==> src/rtl/fpu_ex_seq.sv <==
// fpu_ex_seq: EX-stage FP sequencer timing per-opcode latency and driving stall/writeback strobes
module fpu_ex_seq #(
    parameter int unsigned LAT_ADD  = 3,
    parameter int unsigned LAT_MADD = 4,
    parameter int unsigned LAT_CVT  = 2,
    parameter int unsigned LAT_MISC = 1
) (
    input  logic        clk,
    input  logic        rst,
    input  logic        in_valid,
    input  logic [31:0] in_inst,
    input  logic        flush,
    output logic        in_ready,
    output logic        ex_stall,
    output logic        ex_fpu_almost_done,
    output logic [31:0] ex_fp_inst,
    output logic [31:0] mem_fp_inst,
    output logic        fpu_start,
    output logic        wb_valid,
    output logic [4:0]  wb_rd,
    output logic        wb_to_int
);
    localparam logic [6:0] OPC_FP      = 7'b1010011;
    localparam logic [6:0] OPC_FP_MADD = 7'b1000011;

    logic        busy_q, busy_d, first_q, first_d;
    logic [2:0]  cnt_q, cnt_d, lat;
    logic [31:0] ex_q, ex_d, mem_q, mem_d;
    logic        is_fp, accept;

    assign in_ready           = !busy_q || cnt_q == 3'd1;
    assign ex_stall           = busy_q && cnt_q >= 3'd2;
    assign ex_fpu_almost_done = busy_q && cnt_q == 3'd2;
    assign wb_valid           = busy_q && cnt_q == 3'd1;
    assign fpu_start          = busy_q && first_q;
    assign ex_fp_inst         = ex_q;
    assign mem_fp_inst        = mem_q;
    assign wb_rd              = ex_q[11:7];
    assign wb_to_int          = ex_q[6:0] == OPC_FP && ex_q[31:28] == 4'b1110;

    // Decode the incoming op and its EX latency; flush kills any same-cycle accept
    always_comb begin
        is_fp  = in_inst[6:0] == OPC_FP || in_inst[6:0] == OPC_FP_MADD;
        lat    = in_inst[6:0] == OPC_FP_MADD   ? 3'(LAT_MADD) :
                 in_inst[31:28] == 4'b0000     ? 3'(LAT_ADD)  :
                 in_inst[31:28] == 4'b1101     ? 3'(LAT_CVT)  : 3'(LAT_MISC);
        accept = in_valid && is_fp && in_ready && !flush;
    end

    // Next state: count down while busy, retire at cnt==1, reload on accept, flush overrides all
    always_comb begin
        busy_d  = busy_q;
        cnt_d   = cnt_q;
        ex_d    = ex_q;
        first_d = 1'b0;
        mem_d   = wb_valid ? ex_q : '0;
        if (busy_q) begin
            cnt_d = cnt_q - 3'd1;
            if (cnt_q == 3'd1) begin
                busy_d = 1'b0;
                ex_d   = '0;
            end
        end
        if (accept) begin
            busy_d  = 1'b1;
            cnt_d   = lat;
            ex_d    = in_inst;
            first_d = 1'b1;
        end
        if (flush) begin
            busy_d  = 1'b0;
            ex_d    = '0;
            first_d = 1'b0;
        end
    end

    // State registers with asynchronous active-low clear
    always_ff @(posedge clk or negedge rst) begin
        if (!rst) begin
            busy_q  <= 1'b0;
            first_q <= 1'b0;
            cnt_q   <= '0;
            ex_q    <= '0;
            mem_q   <= '0;
        end else begin
            busy_q  <= busy_d;
            first_q <= first_d;
            cnt_q   <= cnt_d;
            ex_q    <= ex_d;
            mem_q   <= mem_d;
        end
    end
endmodule

==> config.mk <==
export PLATFORM = sky130hd
export DESIGN_NAME = fpu_ex_seq
export DESIGN_NICKNAME = d
export VERILOG_FILES = /design/src/rtl/fpu_ex_seq.sv
export SDC_FILE = /design/constraint.sdc
export NUM_CORES = 1
export LEC_CHECK = 0
export BUFFER_PORTS_ARGS = -buffer_cell sky130_fd_sc_hd__buf_2
export CAP_MARGIN = 20
export CORE_MARGIN = 2
export CORE_UTILIZATION = 47
export DETAILED_ROUTE_END_ITERATION = 6
export GPL_ROUTABILITY_DRIVEN = 0
export PLACE_DENSITY = 0.79
export SLEW_MARGIN = 20
export SYNTH_ARGS = -nofsm -noshare
export SYNTH_HDL_FRONTEND = slang
export SYNTH_SLANG_ARGS = --single-unit
==> constraint.sdc <==
create_clock -name clk -period 2.2 [get_ports clk]
set_clock_uncertainty 0.1 [all_clocks]
set_input_delay 0.22 -clock clk [delete_from_list [all_inputs] [get_ports clk]]
set_output_delay 0.22 -clock clk [all_outputs]
set_load 0.005 [all_outputs]
== After elaboration in Yosys (flattened, before gate mapping) ==
Cells that the tools add are included.

* Multiplexer cells: 16
* Magnitude comparators: 1
* Add/subtract/negate cells: 1
* Eq/ne operators: 7
* Reductions and logical operators: 17

{| class="wikitable"
|+ Operators by type and width
! cell !! count
|-
| 32-bit two-way mux || 5
|-
| 7-bit equality test, second input constant || 3
|-
| 3-bit two-way mux || 3
|-
| 4-bit equality test, second input constant || 2
|-
| 1-bit logical AND || 8
|-
| 1-bit two-way mux || 6
|-
| 3-bit nonzero test || 2
|-
| 4-bit logical NOT || 1
|-
| 2-bit two-way mux || 2
|-
| 3-bit by 1-bit equality test with 1-bit output, second input constant || 1
|-
| 3-bit by 2-bit equality test with 1-bit output, second input constant || 1
|-
| 3-bit by 2-bit greater-or-equal comparator with 1-bit output, second input constant || 1
|-
| 3-bit by 1-bit subtractor with 3-bit output, second input constant || 1
|-
| 1-bit logical NOT || 2
|-
| 1-bit logical OR || 2
|-
| 2-bit AND reduction || 1
|-
| 2-bit nonzero test || 1
|}

* Output and inout port bits: 75
* Register bits: 69
* Logic and storage cells: 47
* Input port bits: 36

== Longest topological paths before layout ==
Gate-level depths: netlist of the first run.

* Depth in word-level cells: 7
* Depth in mapped cells: 8
* Gate-level depth less buffers: 6

== Least setup slack after synthesis of the first run ==
No wires, ideal clock.

* Path type: flip-flop to flip-flop
* Start point: register cnt_q[1]
* End point: register ex_q[25], in the netlist ex_fp_inst[25]
* Setup slack: 0.587 ns
* Required time: 1.978 ns
* Cell stages (with the launch flop): 7
* Path buffers: 1
* Setup time: 0.122 ns
* Period minus slack after synthesis: 1.613 ns
* Arrival time: 1.391 ns
* Path through: dfrtp_1 inv_1 ha_1 nor2b_2 o2111a_1 buf_2 a32o_1

* Word-level cells in the longest chain between the ends: 6
* Elaborated cells on any way between the ends: 9
* Those cells by class: 1 x eq/ne; 2 x mux; 6 x reduce/logical

{| class="wikitable"
|+ RTL lines
! element !! line !! RTL
|-
| start, declared || 27 || <nowiki>logic [2:0] cnt_q, cnt_d, lat;</nowiki>
|-
| start signal, assigned || 88 || <nowiki>cnt_q <= cnt_d;</nowiki>
|-
| 3-bit by 1-bit equality test with 1-bit output * || 31, 59 ||
|-
| 1-bit logical OR || 31 || <nowiki>assign in_ready = !busy_q || cnt_q == 3'd1;</nowiki>
|-
| 1-bit logical AND (2 in series) || 47 || <nowiki>accept = in_valid && is_fp && in_ready && !flush;</nowiki>
|-
| 3-bit nonzero test (no line) or 32-bit two-way mux (tied branches) || -- ||
|-
| 2-bit AND reduction (no line) or 32-bit two-way mux (tied branches) || -- ||
|-
| end signal, assigned || 83 || <nowiki>ex_q <= '0;</nowiki>
|-
| end signal, assigned || 89 || <nowiki>ex_q <= ex_d;</nowiki>
|-
| end, declared || 28 || <nowiki>logic [31:0] ex_q, ex_d, mem_q, mem_d;</nowiki>
|}

Every way passes the cells marked *; elsewhere a longest branch is shown, timed or not.
A chain may end at the register's enable or synchronous reset.

== Worst setup path after layout of the first run ==
* Start point: register cnt_q[1]
* End point: output port in_ready

* Word-level cells in the longest chain between the ends: 2

{| class="wikitable"
|+ RTL lines
! element !! line !! RTL
|-
| 3-bit by 1-bit equality test with 1-bit output || 31 ||
|-
| 1-bit logical OR || 31 ||
|-
| end, declared || 13 || <nowiki>output logic in_ready,</nowiki>
|}

No other way between the ends.

==> results of run 1 <==
## placed cells by master (no fill, tap or decap), types with 2 or more instances in the layout
| cell | Yosys | layout |
|---|---|---|
| bufinv_16 | 0 | 2 |
| buf_4 | 6 | 3 |
| clkinv_2 | 0 | 3 |
| clkinvlp_4 | 0 | 2 |
| dlygate4sd3_1 | 0 | 5 |
| nor3_1 | 2 | 2 |
| buf_2 | 6 | 110 |
| nand2_1 | 9 | 9 |
| nor2_1 | 3 | 3 |
| inv_1 | 3 | 3 |
| and2_1 | 33 | 33 |
| ha_1 | 3 | 3 |
| buf_12 | 0 | 3 |
| dfrtp_1 | 69 | 69 |
| a32o_1 | 26 | 26 |
| a21oi_1 | 4 | 4 |
| mux2i_1 | 3 | 3 |
| and3_1 | 4 | 4 |
| clkbuf_8 | 0 | 9 |
| o21ai_0 | 2 | 2 |
| nand4b_1 | 2 | 2 |
## power groups by stage
stage | clock (mW) | sequential, mW | combinational (mW)
3_5_place_dp | 0 | 1.34 | 0.175
3_3_place_gp | 0 | 1.34 | 0.170
4_1_cts | 1.12 | 1.32 | 0.183
2_1_floorplan | 0 | 1.34 | 0.0918
6_report | 1.10 | 1.32 | 0.179
5_1_grt | 1.18 | 1.32 | 0.209
## cell type report
class | count | area (µm²) | share of cell area, %
sequential | 69 | 1730 | 49.0
multi-input combinational | 104 | 790 | 22.4
timing repair buffer | 121 | 683 | 19.4
clock buffer | 9 | 124 | 3.51
clock inverter | 7 | 90.1 | 2.56
tap | 72 | 90.1 | 2.56
inverter | 5 | 21.3 | 0.603
## path summary, 6_finish.rpt
kind,cells after the start,endpoint,slack [ns]
min,2,ex_fp_inst[19],0.008
max reg2reg,7,ex_fp_inst[14],0.41
max,5,in_ready,0.33
max in group asynchronous,3,ex_fp_inst[17],1.01
min reg2reg,1,mem_fp_inst[17],0.40
min in group asynchronous,2,mem_fp_inst[0],0.34
## per-stage QoR
step	instances	hold WS, ns
3_5_place_dp	366	0.164
3_3_place_gp	366	0.154
6_report	387	0.00798
2_1_floorplan	196	-0.176
4_1_cts	387	0.00188
5_1_grt	387	0.00133
## flip-flops by register name, indices dropped and copies added, names as in the netlist
register and cells:
ex_fp_inst 32, first_q 1, mem_fp_inst 32, cnt_q 3
busy_q 1
## routing by layer
| metal | global-route usage (%) | up-vias |
|---|---|---|
| met5 | 0 | - |
| met4 | 8.79 | 0 |
| met3 | 4.32 | 7 |
| met2 | 31.4 | 78 |
| met1 | 26.6 | 966 |
| li1 | - | 910 |
## worst max-delay path: cells and delay by family (launching register included)
family / cells / cell delay, ns
AND/OR/NAND/NOR: 2 / 0.36
buffers and inverters: 2 / 0.23
flip-flops: 1 / 0.41
adder cells (fa/ha/maj): 1 / 0.23
## what timing repair did
item | CTS | global route
resized for setup | 0 | 0
endpoints found under the setup margin | 0 | 0
hold buffers | 5 | 0
hold endpoints to repair | 29 | 0
## logic make-up (layout without fill, tap and decap cells)
family          count (synthesis)  count (layout)  synth area share, %
compound gates                 34              34                 11.8
fa+ha+maj                       3               3                 1.41
flops                          69              69                 65.0
xor+xnor                        2               2                0.659
simple gates                   62              62                 14.7
buf+inv                        23             142                 5.32
mux                             3               3                 1.13
==> results.tsv, run 1 <==
stage	metric	value	unit
yosys	most frequent cell after synthesis	dfrtp_1	
route	Detailed Route Iter0 Violations	107	
route	Final ANT Viol Nets	0	
critical_path	CP Class	flop to output port	
global_routing	vias in the first global route	1856	
yosys	sequential-to-total area share from yosys stat	65.0	%
timing	Final setup viols	0	
pwr	logic gate share of total power	6.9	%
final_layout	fin area	0.00352	mm²
job	Max-Cap Viols	0	
pwr	clock share of power	42.4	%
route	final WL	5.93	mm
clock_tree	# clock sinks	69	
final_layout	Nets	349	
global_routing	gr usage total	19.9	%
critical_path	Reg2Reg Launch Point	cnt_q[1]	
route	drt first pass iters	4	
yosys	Synth area leader	dfrtp_1	
yosys	top post-synthesis cells by area	dfrtp_1 65%, a32o_1 9.8%, and2_1 7.8%	
global_routing	GR Overflow Total	0	
final_layout	fraction of final layout cells sized beyond drive strength 1	44.1	%
pwr	switching pwr	594	µW
yosys	gate count after technology mapping	196	
yosys	yosys warns	0	
yosys	Synth Net Count	235	
floorplanning	I/O pins	111	
global_routing	initial antenna violation count	0	
pwr	Sw Ratio	22.9	%
pwr	Power Dens Cells	738	mW/mm²
floorplanning	Die Footprint	0.00627	mm²
critical_path	Critical Path Max Stage Delay	0.41	ns
status	status	complete, no violations	
clock_tree	CTS tree	yes	
timing	Slew Viols, Final	0	
worst_hold_path	Hold Crit Class	input pin to flop	
route	Post-route DRC	0	
final_layout	# fillers	441	
yosys	Syn Std Cell Area	0.00266	mm²
worst_hold_path	hold_sp	in_inst[19]	
placed_design	pre-CTS setup slack	0.426	ns
yosys	number of synthesized flops with an enable pin	0	
yosys	Avg Cell Area, Syn	13.6	µm²
placed_design	port buffer count	110	
placed_design	Placed Instance Area	0.00326	mm²
clock_tree	total CTS buffers	9	
route	Vias/cell	5.07	
floorplanning	row count	27	
critical_path	required time of the critical path	1.88	ns
route	DR vias	1961	
yosys	Synth Register Bits	69	
route	DRT met1 WL	2.50	mm
timing	Max Fclk	0.536	GHz
pwr	sequential power share	50.7	%
clock_tree	Clk Tree Root Cell	clkbuf_8	
yosys	Yosys cell types	32	
final_layout	Antenna Cells	0	
pwr	Int Power	2.01	mW
pwr	Max VDD drop	0.427	mV
timing	Tcrit/Tclk final	84.8	%
critical_path	WP data arrival	1.55	ns
placed_design	DP Wirelength	4.14	mm
clock_tree	clk_lat worst skew	0.33	ns
route	met3 wire len	379	µm
critical_path	Crit Path Max Fanout	4	
global_routing	first-pass GRT wire length	9.52	mm
timing	Final TNS setup	0	ns
clock_tree	Clock Pin Slew Worst Setup and Hold Paths	0.08	ns
global_routing	largest net degree at the start of global routing	45	
route	Routed WL per cell	15.3	µm
route	Highest Signal Layer	met4	
clock_tree	Clock Path Buffers	2	
timing	Slew headroom	58.4	%
critical_path	crit-path cells	inv_1 -> ha_1 -> nor2b_2 -> nand2b_1 -> buf_2	
pwr	P_leak	1.97	nW
timing	final setup margin	0.334	ns
floorplanning	Die W	79.2	µm
critical_path	CP Capture Type	output port	
timing	slew of the pin with the lowest slew margin	0.623	ns
pwr	Total Power	2.60	mW
final_layout	P&R area growth vs syn	32.6	%
yosys	Post-synth top cells	69 x dfrtp_1, 33 x and2_1, 26 x a32o_1	
timing	Fin. Hold Viols	0	
yosys	Main synth FF type	dfrtp_1	
clock_tree	Setup Buffers After CTS	0	
clock_tree	htree depth	3	
yosys	ys async rst share	100	%
critical_path	Worst Setup SP	cnt_q[1]	
floorplanning	Die Height	79.2	µm
yosys	Yosys top cell area share	65.0	%
floorplanning	core area	0.00547	mm²
route	DR WL met2	2.96	mm
critical_path	Slowest cell on crit path	dfrtp_1	
timing	RSZ-0062 raised after global routing	false	
critical_path	crit start category	flop	
final_layout	post-layout util	64.4	%
timing	min cycle time layout	1.87	ns
floorplanning	initial cell density of the core	48.6	%
(Power assumes the default switching activity.)
==> inputs of run 2 (changes only) <==
==> constraint.sdc (replaced) <==
create_clock -name clk -period 1.8 [get_ports clk]
set_clock_uncertainty 0.1 [all_clocks]
set_input_delay 0.18 -clock clk [delete_from_list [all_inputs] [get_ports clk]]
set_output_delay 0.18 -clock clk [all_outputs]
set_load 0.005 [all_outputs]
==> results.tsv, run 2 (synthesis results as in run 1) <==
stage	metric	value	unit	change
critical_path	crit start category	flop		
worst_hold_path	Hold Crit Class	input pin to flop		
pwr	logic gate share of total power	8.8	%	+1.9 points
clock_tree	clk_lat worst skew	0.33	ns	about the same
final_layout	post-layout util	69.9	%	+5.5 points
placed_design	port buffer count	110		unchanged
critical_path	Crit Path Max Fanout	4		unchanged
timing	Final setup viols	0		unchanged
global_routing	first-pass GRT wire length	10.1	mm	+6.4%
route	Routed WL per cell	15.7	µm	+2.3%
timing	Final TNS setup	0	ns	unchanged
final_layout	fraction of final layout cells sized beyond drive strength 1	43.1	%	-1.0 points
timing	Slew headroom	70.7	%	+12 points
pwr	Sw Ratio	21.7	%	-1.2 points
floorplanning	core area	0.00547	mm²	unchanged
job	Max-Cap Viols	0		unchanged
clock_tree	Clock Path Buffers	2		unchanged
floorplanning	I/O pins	111		unchanged
final_layout	most frequent cells in the layout	110 x buf_2, 69 x dfrtp_1, 33 x and2_1		
global_routing	initial antenna violation count	0		unchanged
timing	final setup margin	0.0763	ns	-0.257 ns
route	DR vias	2115		+7.9%
final_layout	Nets	375		+7.4%
floorplanning	Die Height	79.2	µm	unchanged
placed_design	DP Wirelength	3.99	mm	-3.7%
worst_hold_path	hold_sp	in_inst[29]		
route	Vias/cell	5.12		+1.1%
critical_path	setup slack, reg-to-reg	0.16	ns	-0.25 ns
route	final WL	6.47	mm	+9.2%
global_routing	gr usage total	21.4	%	+1.5 points
timing	Slew Viols, Final	0		unchanged
final_layout	commonest non-fill, non-tap cell in the layout	buf_2		
critical_path	Reg2Reg Launch Point	cnt_q[0]		
placed_design	Placed Instance Area	0.00324	mm²	-0.54%
status	status	complete, no violations		
clock_tree	CTS tree	yes		
global_routing	vias in the first global route	2084		+12%
critical_path	reg2reg end	ex_fp_inst[14]		
critical_path	CP Class	flop to output port		
final_layout	fin area	0.00382	mm²	+8.5%
timing	slew of the pin with the lowest slew margin	0.439	ns	-0.185 ns
worst_hold_path	Worst Hold End	ex_fp_inst[29]		
final_layout	Antenna Cells	0		unchanged
placed_design	pre-CTS setup slack	-0.00503	ns	-0.431 ns
clock_tree	Clock Pin Slew Worst Setup and Hold Paths	0.07	ns	about the same
route	Post-route DRC	0		unchanged
floorplanning	row count	27		unchanged
pwr	Max VDD drop	0.705	mV	+65%
clock_tree	Clk Tree Root Cell	clkbuf_8		
floorplanning	initial cell density of the core	48.6	%	unchanged
critical_path	required time of the critical path	1.52	ns	-0.36 ns
pwr	Total Power	3.30	mW	+27%
route	Highest Signal Layer	met4		
critical_path	WP data arrival	1.44	ns	-0.11 ns
timing	min cycle time layout	1.72	ns	
route	met3 wire len	405	µm	+6.9%
route	DR WL met2	3.36	mm	+14%
worst_hold_path	hold path depth	2		unchanged
global_routing	GR Overflow Total	0		unchanged
timing	Max Fclk	0.580	GHz	
final_layout	P&R area growth vs syn	43.9	%	
timing	Fin. Hold Viols	0		unchanged
pwr	switching pwr	715	µW	+20%
global_routing	largest net degree at the start of global routing	70		+56%
route	drt first pass iters	4		unchanged
floorplanning	Die Footprint	0.00627	mm²	unchanged
floorplanning	Die W	79.2	µm	unchanged
pwr	Int Power	2.58	mW	+29%
clock_tree	total CTS buffers	9		unchanged
critical_path	CP Capture Type	output port		
route	Final ANT Viol Nets	0		unchanged
route	Detailed Route Iter0 Violations	140		+31%
pwr	sequential power share	49.0	%	-1.7 points
critical_path	Worst Setup SP	ex_fp_inst[28]		
timing	Tcrit/Tclk final	95.8	%	
pwr	Power Dens Cells	862	mW/mm²	+17%
clock_tree	# clock sinks	69		unchanged
pwr	P_leak	2.10	nW	+6.6%
clock_tree	htree depth	3		unchanged
critical_path	worst r2r path cells	5		-2
timing	RSZ-0062 raised after global routing	false		
pwr	clock share of power	42.2	%	-0.2 points
route	DRT met1 WL	2.60	mm	+3.7%
==> run 2: per-layer routing <==
layer,global-route usage [%],up-vias
li1,-,972
met2,35.4,90
met1,26.2,1043
met5,0,-
met3,4.32,10
met4,12.1,0
==> run 2: layout make-up <==
type	instances	area [µm²]
Sequential cell	69	1730
Fill cell	409	1650
Timing Repair Buffer	146	933
Multi-Input combinational cell	105	825
Clock buffer	12	155
Tap cell	72	90.1
Clock inverter	4	70.1
Inverter	5	23.8
==> run 2: worst max path at each step <==
stage | end | slack [ns] | cells past startpoint
after floorplan | ex_fp_inst[25] | 0.19 | 6
after global placement | ex_fp_inst[12] | 0.10 | 5
after detailed placement | ex_fp_inst[14] | -0.005 | 6
after CTS | wb_to_int | 0.02 | 4
after global routing | wb_to_int | 0.006 | 4
final | wb_to_int | 0.08 | 4
==> run 2: power groups by stage <==
stage | Clock [mW] | Combinational, mW | Sequential (mW)
after global placement | 0 | 0.202 | 1.64
after floorplan | 0 | 0.112 | 1.63
after CTS | 1.43 | 0.275 | 1.61
after detailed placement | 0 | 0.211 | 1.64
final | 1.39 | 0.290 | 1.61
after global routing | 1.51 | 0.326 | 1.62
==> run 2: worst max-delay path: stages (launching register included) <==
cell     delay, ns
dfrtp_1       0.42
nor2_1        0.13
nand3_1       0.14
nor4_2        0.27
buf_2         0.15
==> run 2: timing repair <==
item,4_1_cts,5_1_grt
endpoints found under the hold margin,95,0
gates resized for setup,4,6
pin swaps,0,1
cloned,1,1
hold buffers,25,0
setup buffers,1,2
setup endpoints to repair,15,34
==> run 2: metrics by stage <==
stage,hold slack (ns),std cells
floorplan,-0.216,196
global placement,0.125,367
detailed placement,0.130,367
CTS,0.0139,410
global route,0.0181,413
finish,0.0290,413
